File: src/rtl/instr_fetch.sv
// Fetch sequencer: steers the PC, reads instructions over req/ack and hands them to the decoder.
// Optional fetch timeout/retry is enabled with the FETCH_TIMEOUT_EN macro.
module instr_fetch #(
  parameter int unsigned ADDR_W  = 5,
  parameter int unsigned INSTR_W = 8,
  parameter int unsigned PC_LAT  = 2,
  parameter int unsigned TIMEOUT = 15
) (
  input  logic               clk,
  input  logic               rst_n,
  input  logic [ADDR_W-1:0]  execadd,
  output logic               loadPC,
  output logic               incPC,
  output logic [ADDR_W-1:0]  address,
  output logic               mem_req,
  output logic [ADDR_W-1:0]  mem_addr,
  input  logic               mem_ack,
  input  logic [INSTR_W-1:0] mem_rdata,
  output logic [INSTR_W-1:0] ir,
  output logic               ir_valid,
  input  logic               ir_ready,
  input  logic               branch_taken,
  input  logic [ADDR_W-1:0]  branch_target,
  output logic               fetch_err
);

  localparam int unsigned LAT_W = (PC_LAT > 1) ? $clog2(PC_LAT) : 1;

  if (PC_LAT < 1 || TIMEOUT < 1) begin : g_bad_param
    $error("instr_fetch: PC_LAT and TIMEOUT must be at least 1");
  end

  // {loadPC,incPC} encodings
  localparam logic [1:0] CMD_CLEAR = 2'b00;
  localparam logic [1:0] CMD_INC   = 2'b01;
  localparam logic [1:0] CMD_LOAD  = 2'b10;
  localparam logic [1:0] CMD_HOLD  = 2'b11;

  typedef enum logic [2:0] {
    S_CLEAR,
    S_SETTLE,
    S_FETCH,
    S_HOLD,
    S_LOAD,
    S_INC
  } state_e;

  state_e             state_q, state_d;
  logic [LAT_W-1:0]   lat_cnt_q, lat_cnt_d;
  logic [1:0]         pc_cmd_q, pc_cmd_d;
  logic [ADDR_W-1:0]  address_q, address_d;
  logic               mem_req_q, mem_req_d;
  logic [ADDR_W-1:0]  mem_addr_q, mem_addr_d;
  logic [INSTR_W-1:0] ir_q, ir_d;
  logic               ir_valid_q, ir_valid_d;
  logic               fetch_err_q, fetch_err_d;

`ifdef FETCH_TIMEOUT_EN
  localparam int unsigned TMO_W = $clog2(TIMEOUT + 1);
  logic [TMO_W-1:0]   tmo_cnt_q, tmo_cnt_d;
`endif

  always_ff @(posedge clk or negedge rst_n) begin
    if (!rst_n) begin
      state_q     <= S_CLEAR;
      lat_cnt_q   <= '0;
      pc_cmd_q    <= CMD_CLEAR;
      address_q   <= '0;
      mem_req_q   <= 1'b0;
      mem_addr_q  <= '0;
      ir_q        <= '0;
      ir_valid_q  <= 1'b0;
      fetch_err_q <= 1'b0;
`ifdef FETCH_TIMEOUT_EN
      tmo_cnt_q   <= '0;
`endif
    end else begin
      state_q     <= state_d;
      lat_cnt_q   <= lat_cnt_d;
      pc_cmd_q    <= pc_cmd_d;
      address_q   <= address_d;
      mem_req_q   <= mem_req_d;
      mem_addr_q  <= mem_addr_d;
      ir_q        <= ir_d;
      ir_valid_q  <= ir_valid_d;
      fetch_err_q <= fetch_err_d;
`ifdef FETCH_TIMEOUT_EN
      tmo_cnt_q   <= tmo_cnt_d;
`endif
    end
  end

  // Next-state and next-output logic; registered outputs reflect the state being entered
  always_comb begin
    state_d     = state_q;
    lat_cnt_d   = lat_cnt_q;
    pc_cmd_d    = CMD_HOLD;
    address_d   = address_q;
    mem_req_d   = mem_req_q;
    mem_addr_d  = mem_addr_q;
    ir_d        = ir_q;
    ir_valid_d  = ir_valid_q;
    fetch_err_d = 1'b0;
`ifdef FETCH_TIMEOUT_EN
    tmo_cnt_d   = tmo_cnt_q;
`endif

    unique case (state_q)
      S_CLEAR: begin
        state_d   = S_SETTLE;
        lat_cnt_d = '0;
      end
      S_SETTLE: begin
        if (lat_cnt_q == LAT_W'(PC_LAT - 1)) begin
          mem_addr_d = execadd;
          mem_req_d  = 1'b1;
          state_d    = S_FETCH;
`ifdef FETCH_TIMEOUT_EN
          tmo_cnt_d  = '0;
`endif
        end else begin
          lat_cnt_d = lat_cnt_q + LAT_W'(1);
        end
      end
      S_FETCH: begin
        // An ack only counts while the request is actually up
        if (mem_req_q && mem_ack) begin
          ir_d       = mem_rdata;
          ir_valid_d = 1'b1;
          mem_req_d  = 1'b0;
          state_d    = S_HOLD;
        end
`ifdef FETCH_TIMEOUT_EN
        else if (!mem_req_q) begin
          mem_req_d = 1'b1;
          tmo_cnt_d = '0;
        end else if (tmo_cnt_q == TMO_W'(TIMEOUT - 1)) begin
          mem_req_d   = 1'b0;
          fetch_err_d = 1'b1;
          tmo_cnt_d   = '0;
        end else begin
          tmo_cnt_d = tmo_cnt_q + TMO_W'(1);
        end
`endif
      end
      S_HOLD: begin
        if (ir_valid_q && ir_ready) begin
          ir_valid_d = 1'b0;
          if (branch_taken) begin
            address_d = branch_target;
            pc_cmd_d  = CMD_LOAD;
            state_d   = S_LOAD;
          end else begin
            pc_cmd_d = CMD_INC;
            state_d  = S_INC;
          end
        end
      end
      S_LOAD, S_INC: begin
        state_d   = S_SETTLE;
        lat_cnt_d = '0;
      end
      default: begin
        state_d  = S_CLEAR;
        pc_cmd_d = CMD_CLEAR;
      end
    endcase
  end

  assign loadPC    = pc_cmd_q[1];
  assign incPC     = pc_cmd_q[0];
  assign address   = address_q;
  assign mem_req   = mem_req_q;
  assign mem_addr  = mem_addr_q;
  assign ir        = ir_q;
  assign ir_valid  = ir_valid_q;
  assign fetch_err = fetch_err_q;

endmodule

File: config.mk
export PLATFORM = sky130hd
export DESIGN_NAME = instr_fetch
export DESIGN_NICKNAME = d
export VERILOG_FILES = /design/src/rtl/instr_fetch.sv
export SDC_FILE = /design/constraint.sdc
export NUM_CORES = 1
export LEC_CHECK = 0
export ABC_AREA = 1
export CAP_MARGIN = 20
export CORE_ASPECT_RATIO = 1.5
export CORE_MARGIN = 4
export CORE_UTILIZATION = 25
export DETAILED_ROUTE_END_ITERATION = 16
export HOLD_SLACK_MARGIN = 0.1
export PLACE_DENSITY = 0.54
export SKIP_CTS_REPAIR_TIMING = 1
export SYNTH_ARGS = -nofsm -noshare
export SYNTH_HDL_FRONTEND = slang
export SYNTH_SLANG_ARGS = --single-unit
File: constraint.sdc
create_clock -name clk -period 2.2 [get_ports clk]
set_input_delay 0.44 -clock clk [delete_from_list [all_inputs] [get_ports clk]]
set_output_delay 0.44 -clock clk [all_outputs]
set_load 0.01 [all_outputs]
# Word level (Yosys, flattened, before mapping)
# Cells that the tools add are included.
[word_totals] regBits=26 latch_bits=0 ramBits=0 mem_bits_ro=0 input_bits=23 out_inout_bits=23 elab_cells=47 memories=0
[classes] add_sub_neg=1 n_mul=0 n_div=0 magnitude_cmp=0 n_eq_ne=8 n_shift=0 muxes=16 n_bitwise=0 n_reduce_logical=14
[op_table] operator="$pmux W3 S4" n=1
[op_table] operator="$reduce_and A3 Y1" n=4
[op_table] operator="$mux W3" n=3
[op_table] operator="$eq A3 B2 Y1 const B" n=2
[op_table] operator="$eq A3 B3 Y1 const B" n=2
[op_table] operator="$mux W1" n=6
[op_table] operator="$ne A2 B2 Y1 const B" n=3
[op_table] operator="$pmux W1 S2" n=3
[op_table] operator="$reduce_bool A2 Y1" n=3
[op_table] operator="$reduce_or A5 Y1" n=1
[op_table] operator="$mux W2" n=2
[op_table] operator="$pmux W2 S2" n=1
[op_table] operator="$reduce_and A2 Y1" n=2
[op_table] operator="$eq A3 B1 Y1 const B" n=1
[op_table] operator="$logic_not A3 Y1" n=1
[op_table] operator="$reduce_or A3 Y1" n=1
[op_table] operator="$logic_and A1 B1 Y1" n=2
[op_table] operator="$add A1 B1 Y1 const B" n=1

# Longest topological paths before layout
[depth] depth_word=3 mapped_depth=7 mapped_depth_nobuf=7

# Least setup slack after synthesis
# OpenSTA, ideal clock, no wires.
[synth_path] path_type="reg-to-reg" start="reg state_q[2]" end="reg mem_req_q (netlist: mem_req)" setup_ns=0.119 arrival_ns=0.947 t_required_ns=2.081 path_slack_ns=1.134 path_stages_with_launch=7 n_path_buf=0 synth_period_minus_slack_ns=1.066 cell_sequence="dfrtp_1 nor2_4 nand3_4 nand2_1 nand2_1 nand2_1 nand2_1"
[synth_between] elab_chain_cells=3 word_cells_on_any_way=7 cone_classes="eq/ne: 4; mux: 1; reduce/logical: 2"
[synth_lines] element="start: declaration" line_no="48" text="state_e state_q, state_d;"
[synth_lines] element="start signal: assignment" line_no="78" text="state_q <= state_d;"
[synth_lines] element="$eq A3 B2 Y1 or $eq A3 B1 Y1 (tied branches)" line_no="108" text="unique case (state_q)"
[synth_lines] element="$ne A2 B2 Y1 (no source line) or $reduce_bool A2 Y1 (tied branches)"
[synth_lines] element="$reduce_and A3 Y1 (no source line)"
[synth_lines] element="end signal: assignment" line_no="82" text="mem_req_q <= mem_req_d;"
[synth_lines] element="end: declaration" line_no="52" text="logic mem_req_q, mem_req_d;"
# Parallel ways exist; a longest one is shown, timed or not.
# A chain may end at the register's enable or synchronous reset.

# Worst setup path in the final report
[layout_path] start="reg ir_valid_q (netlist: ir_valid)" end="out ir_valid"
[layout_lines] element="start: declaration" line_no="55" text="logic ir_valid_q, ir_valid_d;"
[layout_lines] element="start signal: assignment" line_no="85" text="ir_valid_q <= ir_valid_d;"
[layout_lines] element="end: declaration" line_no="20" text="output logic ir_valid,"
# No word-level cell between the ends.

==> key figures <==
Status
  – Status: finished, final reports clean

Logic synthesis
  – FF+latch count, synth: 26
  – Top cells by count, synth: 59 x nand2_1, 26 x dfrtp_1, 17 x nand3_1
  – Most numerous cell in the Yosys netlist: nand2_1
  – Post-Syn Nets: 150
  – Yosys top cell by area: dfrtp_1
  – Top cell type's share of synthesized area: 58.23%
  – EDFF count, synth: 0
  – Mapped Cells: 127
  – Ys async rst share: 100.0%
  – Register area share after synthesis: 58.23%
  – Mapped Area: 0.001117 sq mm
  – Top post-synthesis cells by area: dfrtp_1 58%, nand2_1 20%, nand3_1 7.6%
  – Cell variety after synth: 18
  – Top FF cell, synth: dfrtp_1
  – Synth Area per Inst: 8.798 sq um
  – Synth warn: 0

Clock tree
  – H-tree Lvls: 1
  – Clock Latency Late Sink: 0.27 ns
  – Root buffer cell: clkbuf_8
  – CTS buffer count: 3
  – Clock sinks: 26
  – Clk slew on worst S/H paths: 0.09 ns
  – Clock Tree Buf Depth: 2
  – TritonCTS clock tree: done

Routing
  – DRT Pass-1 Iters: 4
  – Avg WL per Cell: 12.36 um
  – Via count: 970
  – Iter 0 DRT Violations: 46
  – Vias per Instance: 4.409
  – DRC violations left: 0
  – Post-route ant nets: 0
  – Routed wire length: 2720 um

Worst setup path
  – Worst Path Buf+Inv: 1
  – Nature of the critical path endpoint: output pin
  – Critical-path maximum fanout: 3
  – Largest delay share family, worst path: buffers and inverters
  – Reg-to-Reg End: state_q[1]
  – Worst-path cell chain: clkdlybuf4s50_1
  – Setup CP Type: reg -> out
  – Reg2Reg Depth: 6
  – Worst R2R Setup Slack: 0.67 ns
  – Critical Path RT: 1.76 ns
  – Critical Path AT: 1.21 ns
  – CP peak stage delay: 0.55 ns
  – Slowest-stage cell, CP: clkdlybuf4s50_1
  – FF-to-FF Start: state_q[0]
  – Startpoint types: register

GRT
  – First-pass GRT wire length: 4843 um
  – Initial antenna violation count: 0
  – Vias in the first global route: 1055
  – Tot GR Track Use: 10.52%
  – Largest net degree at the start of global routing: 27
  – Total gr overflow: 0

Power and ir drop
  – Net switching power: 809.0 uW
  – Net Sw Frac: 35.86%
  – Design Power: 2.256 mW
  – Combinational share of power: 45.8%
  – Cell internal pwr: 1.447 mW
  – Flop pwr share: 36.9%
  – Leak pwr: 0.8190 nW
  – Pwr dens: 1347 mW/mm^2
  – Peak supply drop: 0.3520 mV
  – Clock Power Share: 17.3%

Timing
  – Worst Skew: 0.006404 ns
  – Final Hold Fails: 0
  – Final setup fails: 0
  – Fmax: 605.3 MHz
  – Final setup TNS: 0 ns
  – Unrepaired setup endpoints after global routing: false
  – Tmin final: 1.652 ns
  – Period utilization: 75.09%
  – Max-slew violation count: 0
  – Max_slew headroom: 64.60%
  – Worst-Margin Slew: 0.5304 ns

Die
  – I/O pin count: 46
  – Die height: 89.88 um
  – # rows: 29
  – Core ar.: 0.004282 sq mm
  – Die X: 62.59 um
  – Initial Util: 26.10%
  – Die area: 0.005625 sq mm

Placement
  – Gpl congestion: 0.7736
  – IO buf count: 44
  – DP Wirelength: 2093 um
  – Placed Cells: 216

Worst hold path
  – Hold_sp: address[4]
  – Min-Delay Endpoint: address[4]
  – Worst Hold Class: reg -> reg
  – Hold Crit Depth: 2

Cells and area
  – Final Net Count: 198
  – Layout Cells excl Fill: 220
  – Area grow syn2layout: 49.94%
  – # diodes: 0
  – Layout cells sized above 1: 8.046%

Job
  – Max cap viols: 0
==> final cells by class <==
type | instances | area [sq um]
flip-flops and latches | 26 | 650.6
inverters | 8 | 30.03
well taps | 46 | 57.56
multi-input cells | 91 | 417.9
fillers | 453 | 2606
clock inverters | 1 | 30.03
repair buffers | 45 | 447.9
clock buffers | 3 | 41.29
==> power groups by stage <==
stage	Sequential (mW)	Combinational, mW	Clock [mW]
2_1_floorplan	0.911	0.467	0
3_3_place_gp	0.837	1.04	0
3_5_place_dp	0.839	1.06	0
4_1_cts	0.835	1.06	0.406
5_1_grt	0.859	1.17	0.421
6_report	0.832	1.03	0.390
==> worst max-delay path by stage <==
stage / to / cells past startpoint / slack, ns / start
floorplan: mem_req / 6 / 1.13 / state_q[2]
global placement: ir_valid / 5 / 0.55 / mem_ack
detailed placement: address[2] / 6 / 0.55 / branch_taken
CTS: mem_req / 1 / 0.52 / mem_req
global route: state_q[1] / 6 / 0.49 / state_q[0]
finish: ir_valid / 1 / 0.55 / ir_valid
==> cells in the final DEF, fill, tap and decap left out, drive strengths merged <==
cell type	synthesis	layout
nor2	7	7
inv	6	6
a31oi	1	1
dfrtp	26	26
o211ai	1	1
buf	2	1
bufinv	0	1
o21ai	2	2
conb	1	1
clkbuf	0	3
nand2	61	61
clkinv	2	2
clkdlybuf4s50	0	44
nand3	18	18
==> worst reg2reg max path, delay by kind of cell, from the launching register on <==
kind	cells	cell delay, ns
simple gates	5	0.92
buf+inv	1	0.10
flops	1	0.39
==> cell families after synthesis <==
| family | count (synthesis) | synth area share (%) |
|---|---|---|
| compound gates | 4 | 2.128 |
| buf+inv | 10 | 4.368 |
| flops | 26 | 58.23 |
| other cells | 1 | 0.3356 |
| simple gates | 86 | 34.94 |
==> stage by stage <==
step | hold slack, ns | instance area, sq um | utilization [%] | worst slack [ns]
detailed placement | 0.4595 | 1604 | 37.46 | 0.5502
floorplan | 0.1444 | 1117 | - | 1.134
global placement | 0.4586 | 1604 | 37.46 | 0.5472
finish | 0.4774 | 1675 | 39.13 | 0.5481
global route | 0.5094 | 1675 | 39.13 | 0.4905
CTS | 0.4805 | 1675 | 39.13 | 0.5186
==> metal layers <==
metal / GRT usage (%) / vias to the layer above / routed length, um
met5: 0 / - / 0
met4: 5.525 / 0 / 62
met3: 2.993 / 4 / 158
met2: 17.54 / 27 / 1345
met1: 12.08 / 444 / 1154
li1: - / 495 / -
==> flip-flops by register name, indices dropped and copies added, names as in the netlist <==
signal	count
mem_req	1
lat_cnt_q	1
ir_valid	1
state_q	3
address	5
mem_addr	5
ir	8
pc_cmd_q	2
Note: power is estimated with default switching activity, not from simulation.
